### src/rtl/physics_engine.sv
// -----------------------------------------------------------------------------
// physics_engine
//
// Game core for a one-row "unicorn runner". An 8-cell obstacle field scrolls
// toward cell 0 (the unicorn's digit) on every game tick. The player presses a
// button to jump. A lower box kills a grounded unicorn, and an upper box kills
// a jumping one. Every box that leaves cell 0 safely scores one point
// (two-digit BCD). New cells come from an 8-bit Fibonacci LFSR. After each box
// at least GAP_MIN empty cells are generated.
//
// Parameters
//   JUMP_TICKS  ticks the unicorn stays up after a jump (1..15)
//   GAP_MIN     minimum empty cells generated after every box
//   LFSR_SEED   LFSR reset value (0 is replaced by 8'h01)
//
// Ports
//   CLK             clock, all state changes on posedge
//   RST             synchronous active-high reset
//   tick            one-cycle game-step strobe (never high two cycles running)
//   jump_btn        button level, already synchronised to CLK
//   jump            unicorn is up
//   obstacle_first  cell 0: [1] lower box, [0] upper box
//   obstacle_rest   cells 1..7, cell k at bits [2k-1:2k-2]
//   score_ones      BCD ones digit
//   score_tens      BCD tens digit
//   running         FSM in RUN
//   dead            FSM in DEAD
//   state_dbg       raw FSM state (IDLE=0, RUN=1, DEAD=2)
// -----------------------------------------------------------------------------
module physics_engine #(
    parameter int unsigned JUMP_TICKS = 2,
    parameter int unsigned GAP_MIN    = 2,
    parameter logic [7:0]  LFSR_SEED  = 8'hA5
) (
    input  logic        CLK,
    input  logic        RST,
    input  logic        tick,
    input  logic        jump_btn,
    output logic        jump,
    output logic [1:0]  obstacle_first,
    output logic [13:0] obstacle_rest,
    output logic [3:0]  score_ones,
    output logic [3:0]  score_tens,
    output logic        running,
    output logic        dead,
    output logic [1:0]  state_dbg
);

    typedef enum logic [1:0] {
        IDLE = 2'd0,
        RUN  = 2'd1,
        DEAD = 2'd2
    } state_t;

    // An all-zero seed would lock the LFSR, so it is replaced with 1.
    localparam logic [7:0] SEED    = (LFSR_SEED == 8'h00) ? 8'h01 : LFSR_SEED;
    localparam logic [7:0] GAP_LIM = 8'(GAP_MIN);
    localparam logic [3:0] JT      = 4'(JUMP_TICKS);

    state_t      state_q, state_d;
    logic        btn_q;
    logic [7:0]  lfsr_q;
    logic [15:0] field_q, field_d;     // cell k at [2k+1:2k]
    logic        jump_q, jump_d;
    logic [3:0]  jump_cnt_q, jump_cnt_d;
    logic [7:0]  gap_q, gap_d;
    logic [3:0]  ones_q, ones_d;
    logic [3:0]  tens_q, tens_d;

    logic        press;
    logic        lethal;
    logic [1:0]  gen_cell;
    logic [7:0]  gap_gen;
    logic        lfsr_fb;

    // Rising edge of the button against last cycle's level.
    assign press   = jump_btn & ~btn_q;
    // Taps for x^8+x^6+x^5+x^4+1.
    assign lfsr_fb = lfsr_q[7] ^ lfsr_q[5] ^ lfsr_q[4] ^ lfsr_q[3];
    // Only registered values feed the collision test.
    assign lethal  = (field_q[1] & ~jump_q) | (field_q[0] & jump_q);

    // Cell generator. It is only committed on a live tick in RUN.
    always_comb begin
        gen_cell = 2'b00;
        gap_gen  = gap_q;
        if (gap_q < GAP_LIM) begin
            gap_gen = gap_q + 8'd1;
        end else begin
            unique case (lfsr_q[1:0])
                2'b10: begin
                    gen_cell = 2'b10;
                    gap_gen  = 8'd0;
                end
                2'b11: begin
                    gen_cell = 2'b01;
                    gap_gen  = 8'd0;
                end
                default: begin
                    gen_cell = 2'b00;
                    gap_gen  = gap_q;   // already saturated at GAP_MIN
                end
            endcase
        end
    end

    // Next-state and datapath.
    always_comb begin
        state_d    = state_q;
        field_d    = field_q;
        jump_d     = jump_q;
        jump_cnt_d = jump_cnt_q;
        gap_d      = gap_q;
        ones_d     = ones_q;
        tens_d     = tens_q;

        unique case (state_q)
            IDLE: begin
                // The start press only starts the game. It does not jump.
                if (press) begin
                    state_d    = RUN;
                    field_d    = 16'h0000;
                    jump_d     = 1'b0;
                    jump_cnt_d = 4'd0;
                    ones_d     = 4'd0;
                    tens_d     = 4'd0;
                end
            end
            RUN: begin
                if (lethal) begin
                    // Death wins over the shift, the score and any jump load.
                    state_d = DEAD;
                end else begin
                    if (tick) begin
                        field_d = {gen_cell, field_q[15:2]};
                        gap_d   = gap_gen;
                        // The box leaving cell 0 survived, so it scores.
                        if (field_q[1:0] != 2'b00) begin
                            if (ones_q == 4'd9) begin
                                ones_d = 4'd0;
                                tens_d = (tens_q == 4'd9) ? 4'd0 : tens_q + 4'd1;
                            end else begin
                                ones_d = ones_q + 4'd1;
                            end
                        end
                    end
                    // The load wins over a coincident tick decrement.
                    if (press && !jump_q) begin
                        jump_cnt_d = JT;
                        jump_d     = 1'b1;
                    end else if (tick && (jump_cnt_q != 4'd0)) begin
                        jump_cnt_d = jump_cnt_q - 4'd1;
                        jump_d     = (jump_cnt_q != 4'd1);
                    end
                end
            end
            DEAD: begin
                if (press) begin
                    state_d    = IDLE;
                    field_d    = 16'h0000;
                    jump_d     = 1'b0;
                    jump_cnt_d = 4'd0;
                    gap_d      = 8'd0;
                    ones_d     = 4'd0;
                    tens_d     = 4'd0;
                end
            end
            default: begin
                state_d = IDLE;
            end
        endcase
    end

    always_ff @(posedge CLK) begin
        if (RST) begin
            state_q    <= IDLE;
            btn_q      <= 1'b0;
            lfsr_q     <= SEED;
            field_q    <= 16'h0000;
            jump_q     <= 1'b0;
            jump_cnt_q <= 4'd0;
            gap_q      <= GAP_LIM;
            ones_q     <= 4'd0;
            tens_q     <= 4'd0;
        end else begin
            state_q    <= state_d;
            btn_q      <= jump_btn;
            lfsr_q     <= {lfsr_q[6:0], lfsr_fb};
            field_q    <= field_d;
            jump_q     <= jump_d;
            jump_cnt_q <= jump_cnt_d;
            gap_q      <= gap_d;
            ones_q     <= ones_d;
            tens_q     <= tens_d;
        end
    end

    assign jump           = jump_q;
    assign obstacle_first = field_q[1:0];
    assign obstacle_rest  = field_q[15:2];
    assign score_ones     = ones_q;
    assign score_tens     = tens_q;
    assign running        = (state_q == RUN);
    assign dead           = (state_q == DEAD);
    assign state_dbg      = state_q;

endmodule

### config.mk
export PLATFORM = sky130hd
export DESIGN_NAME = physics_engine
export DESIGN_NICKNAME = d
export VERILOG_FILES = /design/src/rtl/physics_engine.sv
export SDC_FILE = /design/constraint.sdc
export NUM_CORES = 1
export LEC_CHECK = 0
export BUFFER_PORTS_ARGS = -buffer_cell sky130_fd_sc_hd__buf_4
export CAP_MARGIN = 20
export CELL_PAD_IN_SITES_DETAIL_PLACEMENT = 2
export CELL_PAD_IN_SITES_GLOBAL_PLACEMENT = 2
export CORE_MARGIN = 2
export CORE_UTILIZATION = 34
export DETAILED_ROUTE_END_ITERATION = 6
export HOLD_SLACK_MARGIN = 0.12
export PLACE_DENSITY = 0.88
export SLEW_MARGIN = 20
export SYNTH_ARGS = -nofsm -noshare
export SYNTH_HDL_FRONTEND = slang
export SYNTH_SLANG_ARGS = --single-unit
### constraint.sdc
create_clock -name CLK -period 2.4 [get_ports CLK]
set_input_delay 0.12 -clock CLK [delete_from_list [all_inputs] [get_ports CLK]]
set_output_delay 0.12 -clock CLK [all_outputs]
set_load 0.01 [all_outputs]
# Word level (Yosys, flattened, before mapping)
# Index checks and enable logic that the tools add are counted.
[totals] inputBits=4 elab_cells=93 register_bits=48
[classes] magnitude_cmp=1 add_sub_neg=4 n_mux=37 eq_ne=17 n_reduce_logical=16 n_bitwise=9
[ops] cell="$mux 4" n=13
[ops] cell="$mux 16" n=3
[ops] cell="$mux 8" n=5
[ops] cell="$pmux 16 s2" n=1
[ops] cell="$pmux 4 s2" n=3
[ops] cell="$pmux 8 s2" n=1
[ops] cell="$ne 2x1->1 const B" n=5
[ops] cell="$reduce_and 5->1" n=2
[ops] cell="$add 4x1->4 const B" n=2
[ops] cell="$add 8x1->8 const B" n=1
[ops] cell="$eq 4x4->1 const B" n=2
[ops] cell="$lt 8x2->1 const B" n=1
[ops] cell="$mux 2" n=4
[ops] cell="$reduce_and 4->1" n=2
[ops] cell="$eq 2x2->1 const B" n=3
[ops] cell="$ne 2x2->1 const B" n=3
[ops] cell="$pmux 2 s3" n=1
[ops] cell="$reduce_and 6->1" n=1
[ops] cell="$reduce_bool 2->1" n=3
[ops] cell="$mux 1" n=4
[ops] cell="$ne 4x1->1 const B" n=1
[ops] cell="$pmux 2 s2" n=1
[ops] cell="$reduce_bool 4->1" n=1
[ops] cell="$reduce_or 2->1" n=2
[ops] cell="other kinds (13)" n=19

# Longest topological paths before layout
# Gate-level depths: netlist of run 1.
[logic_depth] depth_word=7 ltp_mapped=9 ltp_nobuf=6

# Worst setup path before layout of run 1
# No wires, ideal clock.
[synth_path] kind="reg-to-reg" start="register state_q[0] (netlist: state_dbg[0])" end="register jump_cnt_q[2]" slack_ps=401 path_stages_with_launch=7 path_buffers=1 arrival_time_ps=1878 setup_time_ps=121 t_required_ps=2279 path_cell_list="dfxtp_1 -> ha_1 -> clkbuf_1 -> and2_1 -> o2111ai_1 -> a32o_1 -> mux2_2"
[synth_via] elab_cells_between_ends=10 cone_classes="eq/ne (5); mux (1); reduce/logical (4)"
[synth_rtl] element="start: declaration" line="60" source="state_t state_q, state_d;"
[synth_rtl] element="start signal: assignment" line="186" source="state_q <= state_d;"
[synth_rtl] element="$eq 2x1->1 (*)"
[synth_rtl] element="named net running" line="44" source="output logic running,"
[synth_rtl] element="$ne 3x1->1 (no line) (tied with other cells)"
[synth_rtl] element="$reduce_and 4->1 (no line)"
[synth_rtl] element="end signal: assignment" line="191" source="jump_cnt_q <= jump_cnt_d;"
[synth_rtl] element="end: declaration" line="65" source="logic [3:0] jump_cnt_q, jump_cnt_d;"
# The timed path passes the listed nets; every way through them passes the cells marked *.
# A chain may end at the register's enable or synchronous reset.

# Worst setup path in the final report of run 1
[layout_path] start="register state_q[0] (netlist: state_dbg[0])" end="register field_q[15]"
[layout_via] elab_chain_cells=4 elab_cells_between_ends=10 cone_classes="eq/ne (5); mux (1); reduce/logical (4)"
[layout_lines] element="$eq 2x2->1 or $logic_not 2->1 (tied branches)" line="117" source="unique case (state_q)"
[layout_lines] element="$reduce_or 2->1 (no line)"
[layout_lines] element="$ne 2x1->1 (no line) or $reduce_bool 2->1 (tied branches)"
[layout_lines] element="$reduce_and 4->1 (no line)"
[layout_lines] element="end signal: assignment" line="189" source="field_q <= field_d;"
[layout_lines] element="end: declaration" line="63" source="logic [15:0] field_q, field_d;"
# Parallel ways exist; a longest one is shown, timed or not.

==> results of run 1 <==
cell usage after synthesis (3+ instances only):
master and number:
ha_1 9, inv_1 11, a41o_1 3, or4_1 3
o21ai_0 21, nand3_1 23, dfxtp_1 48, nor2_1 16
clkbuf_1 11, nor2b_1 8, a31oi_1 8, a41oi_1 4
nor3_1 7, nand4_1 3, a21oi_1 24, nand2_1 11
or3_1 4, and3_1 3, or2_2 4
registers in the layout (all words and copies together) (netlist names):
signal,cells
field_q,16
gap_q,8
btn_q,1
jump,1
score_tens,4
jump_cnt_q,4
score_ones,4
lfsr_q,8
state_dbg,2
layer usage:
| metal | up-vias | global-route usage (%) | share of wire [%] |
|---|---|---|---|
| li1 | 1070 | - | - |
| met1 | 1115 | 23.1 | 45 |
| met2 | 37 | 35.2 | 51 |
| met3 | 6 | 3.90 | 3.0 |
| met4 | 0 | 5.82 | 1.3 |
| met5 | - | 0 | 0 |
worst paths after layout:
path / depth (start not counted) / from / slack (ns) / to
max: 7 / state_dbg[0] / 0.20 / field_q[15]
min: 2 / RST / 0.24 / btn_q
max reg2reg: 7 / state_dbg[0] / 0.20 / field_q[15]
min reg2reg: 1 / lfsr_q[6] / 0.42 / lfsr_q[7]
worst max-delay path: stages (launching register included):
cell and delay, ns:
dfxtp_1 0.41, inv_1 0.10, ha_1 0.31, nor2_1 0.27, buf_4 0.21, nor2_1 0.11
or4_1 0.54, a21oi_1 0.18
metrics by stage:
| step | util (%) | setup slack (ns) | instances | hold slack [ns] |
|---|---|---|---|---|
| after floorplan | - | 0.401 | 270 | 0.248 |
| after CTS | 42.1 | 0.199 | 389 | 0.252 |
| after global placement | 40.3 | 0.352 | 380 | 0.357 |
| final | 42.1 | 0.197 | 389 | 0.244 |
| after detailed placement | 40.3 | 0.239 | 380 | 0.362 |
| after global routing | 42.1 | 0.0356 | 389 | 0.261 |
final cells by class:
class,count,share of cell area [%]
multi-input cells,197,44.9
clock buffers,6,2.58
clock inverters,2,1.25
repair buffers,45,12.1
inverters,11,1.47
flip-flops and latches,48,34.2
well taps,80,3.56
cells by family (layout without fill, tap and decap cells):
logic type	count (synthesis)	after routing	synth area share, %
XOR/XNOR	3	3	1.13
adder cells (fa/ha/maj)	9	9	4.85
flip-flops	48	48	41.4
multiplexers	5	5	2.43
AND/OR/NAND/NOR	99	99	23.7
AO/OA/AOI/OAI	81	81	22.3
buffers and inverters	25	64	4.15
power groups by stage:
stage | Combinational [µW] | Clock [µW] | Sequential [µW]
floorplan | 239 | 0 | 860
detailed placement | 375 | 0 | 866
CTS | 384 | 602 | 848
global route | 427 | 635 | 853
global placement | 360 | 0 | 864
finish | 382 | 585 | 848
==> flow_summary_export.csv, run 1 <==
group,metric,value,unit
floorplanning,dieArea,7500,µm²
global_routing,grt_max_degree,41,
clock_network,cts_tree,"done",
routing,vias,2228,
sta,hold_viol,0,
sta,tightestPinTransition,0.681,ns
worst_setup_path,critPathMaxFanout,8,
min_path,hold_path.class,"input port to flop",
cells_and_area,diodes,0,
synthesis,synth_area_leaders,"dfxtp_1 (41%), a21oi_1 (5.2%), nand3_1 (5.0%), ha_1 (4.9%), o21ai_0 (4.5%)",
sta,maxSlewHeadroom,54.6,%
sta,final_max_slew_viol_count,0,
routing,avgViaCountPerCell,5.73,
floorplanning,die_h,86.6,µm
global_routing,grt_pass1_vias,2408,
cells_and_area,num-fill-cells,774,
sta,setup_viol,0,
floorplanning,core_area,6680,µm²
sta,skew,0.0120,ns
power_and_ir_drop,clkPwrFrac,32.2,%
cells_and_area,layout.cells.most_common,"dfxtp_1",
placed_design,io_buffer_count,32,
synthesis,netlist_area,2320,µm²
placed_design,dp_hpwl,4850,µm
routing,drt_iter0_drc,83,
routing,ant_nets,0,
sta,rsz0062_at_grt,"no",
routing,route.detailed.wl_per_inst,17.8,µm
synthesis,synth_cell_types,54,
worst_setup_path,end_kind,"flop",
worst_setup_path,cp_data_required_time,2.63,ns
cells_and_area,final_cell_mix,"dfxtp_1 (48), buf_4 (44), a21oi_1 (24), nand3_1 (23), o21ai_0 (21)",
clock_network,ctsResizeCount,0,
global_routing,grt_pass1_wl,11600,µm
cells_and_area,multiInputGateArea,1260,µm²
worst_setup_path,start_kind,"flop",
power_and_ir_drop,power_density,645,nW/µm²
floorplanning,ios,33,
synthesis,netlist_instances,270,
placed_design,gp_routability_congestion,0.769,
synthesis,yosys_warnings,0,
power_and_ir_drop,total_power,1820,µW
run_status,outcome,"finished, final reports clean",
cells_and_area,nNetsFinal,321,
clock_network,cts_root_buffer,"clkbuf_8",
clock_network,cts.sinks,48,
power_and_ir_drop,combinationalPowerShare,21.1,%
synthesis,synth_fp_nets,283,
flow_run,drv_cap,0,
sta,min_period_over_period,91.8,%
floorplanning,initial_core_util,34.7,%
synthesis,synth-seq-cells,48,
cells_and_area,drive_above_1_share,20.7,%
power_and_ir_drop,p_int,1270,µW
clock_network,htreeDepth,2,
power_and_ir_drop,p_switching,550,µW
synthesis,syn_avg_cell_area,8.59,µm²
synthesis,postSynth.topFlopCell,"dfxtp_1",
clock_network,clk_pin_slew,0.09,ns
global_routing,antenna_found_initial,0,
routing,drc,0,
clock_network,clkLatencyLatePin,0.30,ns
global_routing,grt.overflow.total,0,
power_and_ir_drop,cellLeakagePower,0.00109,µW
floorplanning,rows,30,
synthesis,synth_edf_count,0,
power_and_ir_drop,seq_power_share,46.7,%
sta,min_period,2.20,ns
routing,routed_wl,6920,µm
power_and_ir_drop,swShare,30.3,%
clock_network,numCtsBuffers,5,
cells_and_area,register_area,961,µm²
sta,finalSetupTns,0,ns
synthesis,async_reset_ff_share,0,%
clock_network,cts_buffer_depth,2,
global_routing,grt_use_total,19.5,%
placed_design,placed_area,2700,µm²
cells_and_area,final_area,2810,µm²
synthesis,yosysTopAreaCell,"dfxtp_1",
floorplanning,die_x,86.6,µm
power_and_ir_drop,peakVddDrop,0.259,mV
synthesis,post-synth-top-area-fraction,41.4,%
cells_and_area,area_growth,21.3,%
clock_network,post_cts_buffers,0,
worst_setup_path,criticalPathCategory,"flop to flop",
clock_network,cts_hold_buf,1,
routing,first_pass_iters,4,
sta,max_clock_freq,0.454,GHz
synthesis,ys_seq_area_share,41.4,%
worst_setup_path,worstPathArrival,2.43,ns
Note: power is estimated with default switching activity, not from simulation.
==> inputs of run 2 (changes only) <==
- clock period: 2.4 -> 2.2 ns (I/O delays scaled with it)
==> run 2 against run 1 <==
  * Register-to-register slack got worse by 0.09 ns
  * Worst hold slack got worse by 0.020 ns
  * Die area did not move
  * Wire length rose by 7.3%
  * Final cell count rose by 1.3%
  * Final area rose by 2.0%
  * Core utilization rose by 0.86 points
  * Via count rose by 1.8%
  * Critical path depth fell by 1
  * Clock power rose by 17%
  * Critical path type unchanged
==> flow_summary_export.csv, run 2 (synthesized netlist as in run 1, its figures left out) <==
group,metric,value,unit
floorplanning,ios,33,
floorplanning,initial_core_util,34.7,%
floorplanning,die_h,86.6,µm
power_and_ir_drop,swShare,30.3,%
clock_network,cts.sinks,48,
clock_network,cts_root_buffer,"clkbuf_8",
global_routing,grt_max_degree,41,
power_and_ir_drop,combinationalPowerShare,21.6,%
cells_and_area,layout.cells.most_common,"buf_4",
sta,max_clock_freq,0.479,GHz
clock_network,numCtsBuffers,5,
power_and_ir_drop,peakVddDrop,0.266,mV
sta,min_period,2.09,ns
placed_design,gp_routability_congestion,0.778,
power_and_ir_drop,cellLeakagePower,0.00112,µW
global_routing,antenna_found_initial,0,
cells_and_area,num-fill-cells,766,
sta,skew,0.0189,ns
routing,drc,0,
routing,drt_iter0_drc,72,
routing,routed_wl,7430,µm
worst_setup_path,worstPathArrival,2.33,ns
floorplanning,die_x,86.6,µm
placed_design,io_buffer_count,32,
floorplanning,core_area,6680,µm²
cells_and_area,final_area,2870,µm²
power_and_ir_drop,seq_power_share,45.0,%
power_and_ir_drop,p_switching,621,µW
floorplanning,dieArea,7500,µm²
clock_network,htreeDepth,2,
cells_and_area,diodes,0,
placed_design,placed_area,2730,µm²
power_and_ir_drop,clkPwrFrac,33.4,%
cells_and_area,area_growth,23.7,%
sta,layout_setup_ws,0.111,ns
clock_network,clk_pin_slew,0.10,ns
global_routing,grt_pass1_wl,12400,µm
sta,rsz0062_at_grt,"yes",
flow_run,drv_cap,0,
global_routing,grt_pass1_vias,2427,
placed_design,pre_cts_ws,0.109,ns
cells_and_area,drive_above_1_share,23.2,%
cells_and_area,nNetsFinal,326,
min_path,hold_path.class,"input port to flop",
routing,vias,2269,
floorplanning,rows,30,
cells_and_area,final_cell_mix,"buf_4 (49), dfxtp_1 (47), a21oi_1 (24), nand3_1 (23), o21ai_0 (21)",
sta,final_max_slew_viol_count,0,
routing,first_pass_iters,4,
sta,min_period_over_period,95.0,%
routing,route.detailed.wl_per_inst,18.9,µm
power_and_ir_drop,p_int,1430,µW
sta,hold_viol,0,
clock_network,clkLatencyLatePin,0.31,ns
worst_setup_path,critPathMaxFanout,7,
global_routing,grt_use_total,20.9,%
sta,setup_viol,0,
routing,ant_nets,0,
cells_and_area,top_regs,"field_q (16), gap_q (8), lfsr_q (8)",
worst_setup_path,criticalPathCategory,"flop to flop",
power_and_ir_drop,power_density,714,nW/µm²
clock_network,cts_buffer_depth,2,
worst_setup_path,start_kind,"flop",
routing,avgViaCountPerCell,5.76,
placed_design,dp_hpwl,5370,µm
run_status,outcome,"finished, final reports clean",
sta,maxSlewHeadroom,53.8,%
clock_network,cts_tree,"done",
sta,tightestPinTransition,0.693,ns
worst_setup_path,end_kind,"flop",
cells_and_area,largest_register_ffs,16,
worst_setup_path,cp_data_required_time,2.44,ns
cells_and_area,regMostFlops,"field_q",
global_routing,grt.overflow.total,0,
clock_network,post_cts_buffers,0,
run 2: per-layer routing:
metal	up-vias	wire length [µm]	track usage, %
met3	8	169	3.81
met1	1149	3150	23.7
met2	33	3990	39.7
li1	1079	-	-
met4	0	115	5.97
met5	-	0	0
run 2: worst paths after layout:
path	start	endpoint	slack (ns)	depth (start not counted)
max	state_dbg[1]	score_ones[3]	0.11	6
min	RST	btn_q	0.22	2
max reg2reg	state_dbg[1]	score_ones[3]	0.11	6
min reg2reg	lfsr_q[6]	lfsr_q[7]	0.42	1
run 2: what timing repair did:
item | in CTS | in global routing
endpoints found under the setup margin | 0 | 6
hold buffers | 1 | 0
resized for setup | 0 | 3
hold endpoints to repair | 1 | 0
run 2: area by class of cell:
class / instances / area (µm²) / share of cell area (%)
Inverter: 11 / 41.3 / 1.44
Clock buffer: 6 / 82.6 / 2.88
Tap cell: 80 / 100 / 3.49
Timing Repair Buffer: 50 / 378 / 13.2
Sequential cell: 48 / 962 / 33.5
Multi-Input combinational cell: 197 / 1270 / 44.2
Clock inverter: 2 / 38.8 / 1.35
run 2: metrics by stage:
step,hold WS [ns],cells,total power [µW],setup TNS [ns],utilization [%]
floorplan,0.238,270,1200,0,-
global placement,0.355,385,1350,0,40.9
detailed placement,0.363,385,1380,0,40.9
CTS,0.229,394,2060,0,42.9
global route,0.239,394,2150,-0.00232,43.0
finish,0.224,394,2050,0,43.0
run 2: worst max-delay path, stage by stage (launching register included):
cell and delay, ns:
dfxtp_2 0.39, inv_1 0.08, ha_1 0.26, or2_2 0.39, a21o_1 0.25, or4_1 0.48
a21oi_1 0.16
run 2: power groups by stage:
stage	sequential, µW	clock (µW)	combinational, µW
after floorplan	939	0	261
final	922	684	443
after global placement	939	0	415
after global routing	926	736	489
after CTS	923	700	443
after detailed placement	942	0	435
